[config.mk]
export PLATFORM = sky130hd
export DESIGN_NAME = key_input_conditioner
export DESIGN_NICKNAME = d
export VERILOG_FILES = /design/src/rtl/key_input_conditioner.sv
export SDC_FILE = /design/constraint.sdc
export NUM_CORES = 1
export LEC_CHECK = 0
export ABC_CLOCK_PERIOD_IN_PS = 4000
export CAP_MARGIN = 20
export CORE_MARGIN = 2
export CORE_UTILIZATION = 40
export CTS_CLUSTER_SIZE = 10
export DETAILED_ROUTE_END_ITERATION = 12
export PLACE_DENSITY_LB_ADDON = 0.3
export SYNTH_ARGS = -nofsm -noshare
export SYNTH_HDL_FRONTEND = slang
export SYNTH_SLANG_ARGS = --single-unit
export TNS_END_PERCENT = 5
[constraint.sdc]
create_clock -name clk -period 4 [get_ports clk]
set_input_delay 0.8 -clock clk [delete_from_list [all_inputs] [get_ports clk]]
set_output_delay 0.8 -clock clk [all_outputs]
set_load 0.005 [all_outputs]
[src/rtl/key_input_conditioner.sv]
// key_input_conditioner: sync, debounce and press-detect five buttons; deliver one one-hot command per press to the control FSM (ports: clk, reset, key_in[4:0], accept -> enter, moveRight, moveLeft, moveUp, moveDown, pending)
module key_input_conditioner #(
  parameter int DEBOUNCE_CYCLES = 500000,
  parameter int CNT_W           = 19,
  parameter bit KEYS_ACTIVE_LOW = 1'b1
) (
  input  logic       clk,
  input  logic       reset,
  input  logic [4:0] key_in,
  input  logic       accept,
  output logic       enter,
  output logic       moveRight,
  output logic       moveLeft,
  output logic       moveUp,
  output logic       moveDown,
  output logic       pending
);
  typedef enum logic [1:0] {IDLE, HOLD, WAIT_REL} state_t;
  state_t state_q, state_d;
  logic [4:0] kin, sync1_q, sync2_q, stable_q, stable_d, stable_dly_q, press, cmd_q, cmd_d, cmd_out;
  logic [CNT_W-1:0] cnt_q [5];
  logic [CNT_W-1:0] cnt_d [5];
  assign kin = KEYS_ACTIVE_LOW ? ~key_in : key_in;
  assign press = stable_q & ~stable_dly_q;
  assign {enter, moveRight, moveLeft, moveUp, moveDown} = cmd_out;
  always_comb begin
    stable_d = stable_q;
    for (int i = 0; i < 5; i++) begin
      stable_d[i] = (sync2_q[i] != stable_q[i] && cnt_q[i] == CNT_W'(DEBOUNCE_CYCLES - 1)) ? ~stable_q[i] : stable_q[i];
      cnt_d[i] = (sync2_q[i] == stable_q[i] || cnt_q[i] == CNT_W'(DEBOUNCE_CYCLES - 1)) ? '0 : cnt_q[i] + CNT_W'(1);
    end
  end
  always_comb begin
    state_d = state_q;
    cmd_d   = cmd_q;
    cmd_out = '0;
    pending = 1'b0;
    case (state_q)
      IDLE: if (|press) begin
        cmd_d   = press[4] ? 5'b10000 : press[3] ? 5'b01000 : press[2] ? 5'b00100 : press[1] ? 5'b00010 : 5'b00001;
        state_d = HOLD;
      end
      HOLD: begin
        pending = 1'b1;
        cmd_out = accept ? cmd_q : '0;
        state_d = accept ? WAIT_REL : HOLD;
      end
      WAIT_REL: state_d = (stable_q == '0) ? IDLE : WAIT_REL;
      default: state_d = IDLE;
    endcase
  end
  always_ff @(posedge clk or posedge reset) begin
    if (reset) begin
      sync1_q      <= '0;
      sync2_q      <= '0;
      stable_q     <= '0;
      stable_dly_q <= '0;
      cmd_q        <= '0;
      state_q      <= IDLE;
      for (int i = 0; i < 5; i++) cnt_q[i] <= '0;
    end else begin
      sync1_q      <= kin;
      sync2_q      <= sync1_q;
      stable_q     <= stable_d;
      stable_dly_q <= stable_q;
      cmd_q        <= cmd_d;
      state_q      <= state_d;
      for (int i = 0; i < 5; i++) cnt_q[i] <= cnt_d[i];
    end
  end
endmodule
==> qor.yml, run 1 <==
placed_design:
  hpwl_mm: 7.378
  placed_area_um2: 6137
  gp_congestion: 0.7897
  portBuffers: 13
  place_ws_ns: 1.056
yosys:
  syn_area_per_cell_um2: 10.12
  ys_seq_area_share_pct: 52.94
  synth_warnings: 0
  async_flop_share_pct: 100.0
  syn-instance-count: 570
  synth_edf_count: 0
  synth.largest_area_cell: "dfrtp_1"
  yosysMostFrequentCell: "dfrtp_1"
  syn_area_um2: 5767
  ys_ff_latch: 122
  synth_top_area_share_pct: 52.94
  netlist_top_cells_area: "dfrtp_1, xnor2_1, nor2_1, xor2_1, nand3_1"
  ys.flop_type: "dfrtp_1"
  synth_fp_nets: 583
  ys_top_cells_by_count: "dfrtp_1, nor2_1, xnor2_1, nand3_1, nand2_1"
  yosysUniqueCellTypes: 46
clock_network:
  cts_max_path_buffers: 2
  postCtsSetupBuffers: 0
  clkLatencyLatePin_ns: 0.42
  cts_made_buffers: 17
  h-tree-depth: 4
  cts_tree: "yes"
  clkTransAtPathRegs_ns: 0.05
  postCtsHoldBufs: 0
  post_cts_resized: 0
  cts_sinks: 122
  root_buffer: "clkbuf_16"
timing:
  slew_headroom_pct: 35.40
  setup_viol: 0
  slew_viol_final: 0
  fin_skew_ns: 0.008688
  period_needed_ns: 2.953
  timing.fmax_ghz: 0.3386
  fin_ws_ns: 1.047
  rsz0062_at_grt: "no"
  hold_viol: 0
  period_share_pct: 73.82
  tightest_slew_ns: 0.9657
  fin_setup_tns_ns: 0
die:
  ioPinCount: 14
  dieWidth_um: 124.1
  die_area_um2: 15390
  rows: 43
  start_util_pct: 41.23
  die_h_um: 124.1
  core_um2: 13990
hold_path:
  hold_end: "sync2_q[1]$_DFF_PP0_"
  min_from: "sync1_q[1]$_DFF_PP0_"
  hold_path_class: "register to register"
  hold_depth: 0
critical_path:
  worst_path_largest_cell_delay_ns: 0.57
  crit_path_max_fanout: 7
  critical_path_class: "input pin to output pin"
  start_kind: "input pin"
  rrSetupSlack_ns: 1.62
  crit_top_cell: "clkdlybuf4s50_1"
  path_buf_inv: 2
  path_cells: "clkdlybuf4s50_1, and3_1, clkdlybuf4s50_1"
  cp-end-kind: "output pin"
  reg2reg_from: "cnt_q[38]$_DFF_PP0_"
  critPathRequiredTime_ns: 3.20
  r2r_cells: 5
  arrival_ns: 2.15
  timing.rr.end: "cnt_q[51]$_DFF_PP0_"
  cp_top_family: "buffers and inverters"
  crit_path_top_delay_cell: "clkdlybuf4s50_1"
final_layout:
  finalNetCount: 613
  post-route-util_pct: 47.71
  antenna_cells: 0
  drive_above_1_share_pct: 8.511
  area_delta_synth_final_pct: 15.73
  final_area_um2: 6674
power:
  p_switching_uw: 594.7
  power.total_mw: 2.751
  switching_share_pct: 21.61
  p_per_area_nw_per_um2: 412.2
  p_clk_share_pct: 50.6
  pwr-share-seq_pct: 46.2
  power_leakage_nw: 2.698
  vdd_drop_max_mv: 0.3180
  p_int_mw: 2.156
  combPwrFrac_pct: 3.2
grt:
  track_usage_pct: 15.80
  grt_pass1_vias: 4211
  grt_pass1_wl_mm: 18.99
  grt_max_degree: 52
  antenna_found_initial: 0
  gr-total-overflow: 0
routing:
  via_per_inst: 5.359
  routed_wl_mm: 10.88
  vias: 4239
  drc: 0
  wire_per_inst_um: 13.75
  dr.first_iter.drc_count: 352
  ant_nets: 0
  first_pass_iters: 4
job:
  max_cap_violations: 0
run_status:
  outcome: "finished, final reports clean"
## power groups by stage
stage	Combinational [mW]	Sequential, mW	Clock [mW]
CTS	0.0909	1.27	1.43
global route	0.102	1.28	1.49
detailed placement	0.0901	1.29	0
finish	0.0869	1.27	1.39
floorplan	0.0610	1.29	0
global placement	0.0884	1.29	0
## kinds of logic (layout without fill, tap and decap cells)
kind of cell               Yosys count  in the layout  synth area share (%)
adders and majority gates            5              5                 1.085
and+or+nand+nor                    281            281                 25.45
AOI/OAI and AO/OA                   51             51                 6.075
muxes                                7              7                 1.323
xor gates and xnor gates            70             70                 10.63
buffers and inverters               34             75                 2.495
DFF                                122            122                 52.94
## worst register-to-register path: stages, from the launching register on
cell and delay (ns):
dfrtp_1 0.40, ha_1 0.22, nand4_1 0.34, o41ai_2 0.93, buf_4 0.31, nor2_1 0.07
## worst max-delay path by stage
stage | start | to | slack [ns] | depth (start not counted)
2_1_floorplan | reset | cmd_q[0]$_DFFE_PP0P_ | 1.70 | 1
3_3_place_gp | accept | moveDown | 1.06 | 3
3_5_place_dp | accept | moveDown | 1.06 | 3
4_1_cts | accept | moveDown | 1.05 | 3
5_1_grt | accept | moveDown | 0.99 | 3
6_report | accept | moveDown | 1.05 | 3
## per-stage QoR
stage,std cells,hold slack (ns)
after global placement,761,0.3372
after CTS,791,0.3592
after floorplan,570,0.3312
after detailed placement,761,0.3471
final,791,0.3562
after global routing,791,0.3650
## per-layer routing
metal | track usage, % | vias up | wire, µm
met5 | 0 | - | 0
met2 | 24.69 | 48 | 5193
li1 | - | 2074 | -
met4 | 6.461 | 0 | 184
met1 | 20.07 | 2097 | 5143
met3 | 5.403 | 20 | 358
## final cells by class
class,instances,area [µm²]
sequential,122,3053
timing repair buffer,19,187.7
fill,1305,7315
tap,180,225.2
multi-input combinational,414,2570
clock inverter,8,72.57
clock buffer,22,464.2
inverter,26,101.3
## cell usage in the layout, fill, tap and decap left out, drive strengths merged, types with 6 or more instances in the layout
cell / instances
dfrtp: 122
nor4: 21
clkdlybuf4s50: 13
nand2: 31
inv: 25
and4: 7
buf: 6
nor3: 22
o21ai: 17
nor2b: 6
clkbuf: 22
xnor2: 46
and3: 6
nand4: 26
xor2: 24
a21oi: 22
or4: 9
nand3: 33
or3: 12
nor2: 89
## flip-flops by register name, summed over array words and instances (netlist names)
| register | count |
|---|---|
| cnt_q | 95 |
| sync1_q | 5 |
| stable_dly_q | 5 |
| cmd_q | 5 |
| state_q | 2 |
| sync2_q | 5 |
| stable_q | 5 |
No activity file was read; power rests on OpenSTA's default activity.
==> run 2: changes to the inputs <==
Settings changed: ABC_CLOCK_PERIOD_IN_PS 4000 to 2500.
Clock period 4 ns to 2.5 ns, I/O delays scaled along.
==> run 2 against run 1 <==
Register-to-register slack got worse by 1.3 ns. Sequential power grew 61%. Sequential share of layout area fell by 1.0 points. Die area did not move. Critical path depth unchanged. Flip-flop and latch count stayed put. Non-clock buffer count increased by 6. Design area grew 2.3%. Cell count increased by 1.0%. Clock skew shrank 0.0015 ns. Global-route usage shrank 0.27 points. Combinational power grew 68%. Critical path type unchanged.
==> qor.yml, run 2 (synthesis results as in run 1) <==
clock_network:
  root_buffer: "clkbuf_16"
  clkTransAtPathRegs_ns: 0.06
  clkLatencyLatePin_ns: 0.42
  cts_sinks: 122
  h-tree-depth: 4
  cts_tree: "yes"
  cts_max_path_buffers: 2
  cts_made_buffers: 17
  postCtsSetupBuffers: 0
die:
  die_h_um: 124.1
  core_um2: 13990
  rows: 43
  die_area_um2: 15390
  start_util_pct: 41.23
  ioPinCount: 14
  dieWidth_um: 124.1
grt:
  grt-busiest-layer: "met2"
  gr-total-overflow: 0
  grt_use_met2_pct: 25.00
  track_usage_pct: 15.53
  antenna_found_initial: 0
  use_met3_pct: 4.808
  grt_pass1_vias: 4120
  grt_max_degree: 54
  grt_pass1_wl_mm: 18.57
  grt_util_met1_pct: 18.82
timing:
  period_share_pct: 93.53
  hold_viol: 0
  fin_ws_ns: 0.1617
  period_needed_ns: 2.338
  timing.fmax_ghz: 0.4277
  slew_viol_final: 0
  fin_setup_tns_ns: 0
  fin_skew_ns: 0.007214
  slew_headroom_pct: 60.34
  rsz0062_at_grt: "no"
  setup_viol: 0
  tightest_slew_ns: 0.5894
final_layout:
  finalNetCount: 619
  final_area_um2: 6829
  final_common_cell: "dfrtp_1"
  layout_common_cells: "dfrtp_1, nor2_1, xnor2_1"
  largest_register: "cnt_q"
  fillers: 1284
  area_delta_synth_final_pct: 18.42
  largest_register_ff_count: 95
  antenna_cells: 0
  drive_above_1_share_pct: 10.34
power:
  power.total_mw: 4.739
  power_leakage_nw: 2.771
  p_per_area_nw_per_um2: 694.0
  vdd_drop_max_mv: 0.4828
hold_path:
  hold_path_class: "register to register"
routing:
  via_per_inst: 5.262
  vias: 4204
  drc: 0
  ant_nets: 0
  routed_wl_mm: 10.72
  dr.first_iter.drc_count: 289
  first_pass_iters: 7
  wire_per_inst_um: 13.42
job:
  max_cap_violations: 0
critical_path:
  critPathRequiredTime_ns: 2.00
  crit_path_top_delay_cell: "clkdlybuf4s50_1"
  cp-end-kind: "output pin"
  path_cells: "clkdlybuf4s50_1, and3_1, clkdlybuf4s50_1"
  arrival_ns: 1.84
  worst_path_largest_cell_delay_ns: 0.57
  path_buf_inv: 2
  start_kind: "input pin"
  critical_path_class: "input pin to output pin"
  crit_path_max_fanout: 7
  crit_top_cell: "clkdlybuf4s50_1"
  cp_top_family: "buffers and inverters"
  rrSetupSlack_ns: 0.30
placed_design:
  gp_congestion: 0.8009
  placed_area_um2: 6195
  hpwl_mm: 7.287
  place_ws_ns: 0.1632
  portBuffers: 13
run_status:
  outcome: "finished, final reports clean"
-- run 2: final timing paths --
path                                      start                   end  cells past startpoint
max in group asynchronous                 reset  sync1_q[3]$_DFF_PP0_                      3
max                                      accept              moveDown                      3
max reg2reg                  cnt_q[9]$_DFF_PP0_   cnt_q[12]$_DFF_PP0_                      4
min in group asynchronous                 reset   cnt_q[61]$_DFF_PP0_                      2
min                        sync1_q[1]$_DFF_PP0_  sync2_q[1]$_DFF_PP0_                      0
min reg2reg                sync1_q[1]$_DFF_PP0_  sync2_q[1]$_DFF_PP0_                      0
-- run 2: area by class of cell --
type | count | area [µm²] | area share, %
sequential | 122 | 3053 | 44.71
multi-input combinational | 414 | 2577 | 37.74
clock buffer | 17 | 425.4 | 6.229
timing repair buffer | 25 | 245.2 | 3.591
tap | 180 | 225.2 | 3.298
clock inverter | 15 | 201.4 | 2.950
inverter | 26 | 101.3 | 1.484
-- run 2: metal layers --
layer,wire length (µm),vias up
li1,-,2096
met1,5022,2036
met2,5202,62
met3,340,10
met4,156,0
met5,0,-
-- run 2: what timing repair did --
item                                    4_1_cts  5_1_grt
gates resized for setup                       1        1
endpoints found under the setup margin        1        1
hold buffers                                  0        0
-- run 2: stage by stage --
stage | util [%] | cells | hold WS, ns
after floorplan | - | 570 | 0.3312
after global placement | 44.28 | 767 | 0.3410
after detailed placement | 44.28 | 767 | 0.3425
after CTS | 48.78 | 799 | 0.3555
after global routing | 48.82 | 799 | 0.3582
final | 48.82 | 799 | 0.3530
-- run 2: where the power goes --
| part | switching (mW) | internal [mW] | total [mW] |
|---|---|---|---|
| logic | 0.0927 | 0.0535 | 0.146 |
| registers | 0.0297 | 2.01 | 2.04 |
| clock network | 0.893 | 1.66 | 2.56 |
| total | 1.02 | 3.72 | 4.74 |
==> run 3: changes to the inputs <==
Settings changed: REMOVE_ABC_BUFFERS from default to 1.
==> run 3 against run 2 <==
Count of clock-buffer cells in the layout increased by 3. Critical path depth increased by 1. Die area unchanged. Clock skew increased by 0.0045 ns. Power decreased by 2.0%. Largest cell class unchanged. Worst setup slack improved by 0.043 ns. Sequential power about the same. Non-clock buffer count decreased by 3. Sequential share of layout area increased by 0.40 points. Routed wire length increased by 0.15%. Register-to-register slack about the same.
==> qor.yml, run 3 (synthesis results as in run 1) <==
final_layout:
  largest_register_ff_count: 95
  final_common_cell: "dfrtp_1"
  finalNetCount: 616
  drive_above_1_share_pct: 9.578
  post-route-util_pct: 48.39
  fillers: 1274
  antenna_cells: 0
  area_delta_synth_final_pct: 17.38
  final_cells: 796
  layout_common_cells: "dfrtp_1, nor2_1, xnor2_1"
  largest_register: "cnt_q"
timing:
  tightest_slew_ns: 0.5808
  fin_setup_tns_ns: 0
  period_needed_ns: 2.295
  rsz0062_at_grt: "no"
  fin_skew_ns: 0.01171
  slew_headroom_pct: 60.92
  setup_viol: 0
  timing.fmax_ghz: 0.4357
  slew_viol_final: 0
  hold_viol: 0
  period_share_pct: 91.82
  finalHoldWorstSlack_ns: 0.3481
routing:
  first_pass_iters: 4
  dr.first_iter.drc_count: 304
  wire_per_inst_um: 13.49
  vias: 4190
  ant_nets: 0
  drc: 0
  routed_wl_mm: 10.74
  via_per_inst: 5.264
die:
  dieWidth_um: 124.1
  ioPinCount: 14
  die_area_um2: 15390
  start_util_pct: 41.23
  rows: 43
  die_h_um: 124.1
  core_um2: 13990
critical_path:
  critPathRequiredTime_ns: 2.00
  start_kind: "register"
  arrival_ns: 1.80
  cp-end-kind: "output pin"
  critical_path_class: "register to output pin"
  crit_path_max_fanout: 7
grt:
  track_usage_pct: 16.13
  grt_pass1_vias: 4152
  grt_pass1_wl_mm: 19.31
  gr-total-overflow: 0
  antenna_found_initial: 0
  grt_max_degree: 50
placed_design:
  hpwl_mm: 7.133
  dp.cells: 764
  portBuffers: 13
  gp_congestion: 0.8368
job:
  max_cap_violations: 0
clock_network:
  cts_made_buffers: 17
  cts_sinks: 122
  h-tree-depth: 4
  root_buffer: "clkbuf_16"
  clkLatencyLatePin_ns: 0.42
  cts_max_path_buffers: 2
  cts_tree: "yes"
  clkTransAtPathRegs_ns: 0.05
hold_path:
  hold_path_class: "register to register"
power:
  p_per_area_nw_per_um2: 686.3
  power_leakage_nw: 2.744
  vdd_drop_max_mv: 0.4923
run_status:
  outcome: "finished, final reports clean"
run 3: cell count changes in the layout (fill, tap and decap cells not counted):
| cell | before | now |
|---|---|---|
| clkinv_4 | 5 | 1 |
| nor2_2 | 0 | 1 |
| clkbuf_8 | 0 | 1 |
| clkinv_2 | 3 | 4 |
| inv_4 | 0 | 1 |
| buf_4 | 10 | 7 |
| clkbuf_1 | 0 | 2 |
| nor2_4 | 1 | 0 |
| bufinv_16 | 4 | 3 |
run 3: where the power goes:
part           internal (mW)  total, mW  switching, mW
Combinational         0.0512      0.143         0.0918
Sequential              2.01       2.04         0.0295
Clock                   1.58       2.47          0.884
run 3: layout make-up:
type                            count  area [µm²]  area share, %
Sequential cell                   122        3053          45.10
Clock inverter                     12       148.9          2.200
Clock buffer                       20       446.7          6.599
Inverter                           26       100.1          1.479
Timing Repair Buffer               22       222.7          3.290
Multi-Input combinational cell    414        2572          38.00
Tap cell                          180       225.2          3.327
run 3: timing repair:
action | in CTS | in global routing
endpoints found under the setup margin | 0 | 5
endpoints found under the hold margin | 0 | 0
resized for setup | 0 | 1
setup buffers | 0 | 0
hold buffers | 0 | 0
run 3: routing by layer:
| metal | part of all wire [%] | up-vias | track usage [%] |
|---|---|---|---|
| li1 | - | 2088 | - |
| met1 | 48 | 2031 | 20.66 |
| met2 | 46 | 49 | 24.76 |
| met3 | 3.1 | 22 | 4.945 |
| met4 | 2.5 | 0 | 7.935 |
| met5 | 0 | - | 0 |
run 3: worst paths after layout:
kind / slack [ns] / to / startpoint / cells past startpoint
hold / removal: 0.35 / sync2_q[1]$_DFF_PP0_ / sync1_q[1]$_DFF_PP0_ / 0
hold reg to reg: 0.35 / sync2_q[1]$_DFF_PP0_ / sync1_q[1]$_DFF_PP0_ / 0
min in group asynchronous: 0.44 / cnt_q[59]$_DFF_PP0_ / reset / 2
setup reg to reg: 0.30 / cnt_q[9]$_DFF_PP0_ / cnt_q[9]$_DFF_PP0_ / 4
setup / recovery: 0.20 / moveUp / state_q[0]$_DFFE_PP0P_ / 4
max in group asynchronous: 1.45 / cnt_q[52]$_DFF_PP0_ / reset / 3
run 3: worst max-delay path, stage by stage, from the launching register on:
cell             delay (ns)
dfrtp_1                0.38
inv_1                  0.08
nor2_2                 0.21
and3_1                 0.19
clkdlybuf4s50_1        0.51
run 3: per-stage QoR:
step	cell area (µm²)	total power [mW]	setup slack, ns
after global routing	6769	4.815	0.05777
after CTS	6766	4.703	0.1141
after detailed placement	6171	2.217	0.2516
final	6769	4.646	0.2046
after global placement	6171	2.211	0.2964
after floorplan	5720	2.155	-1.243
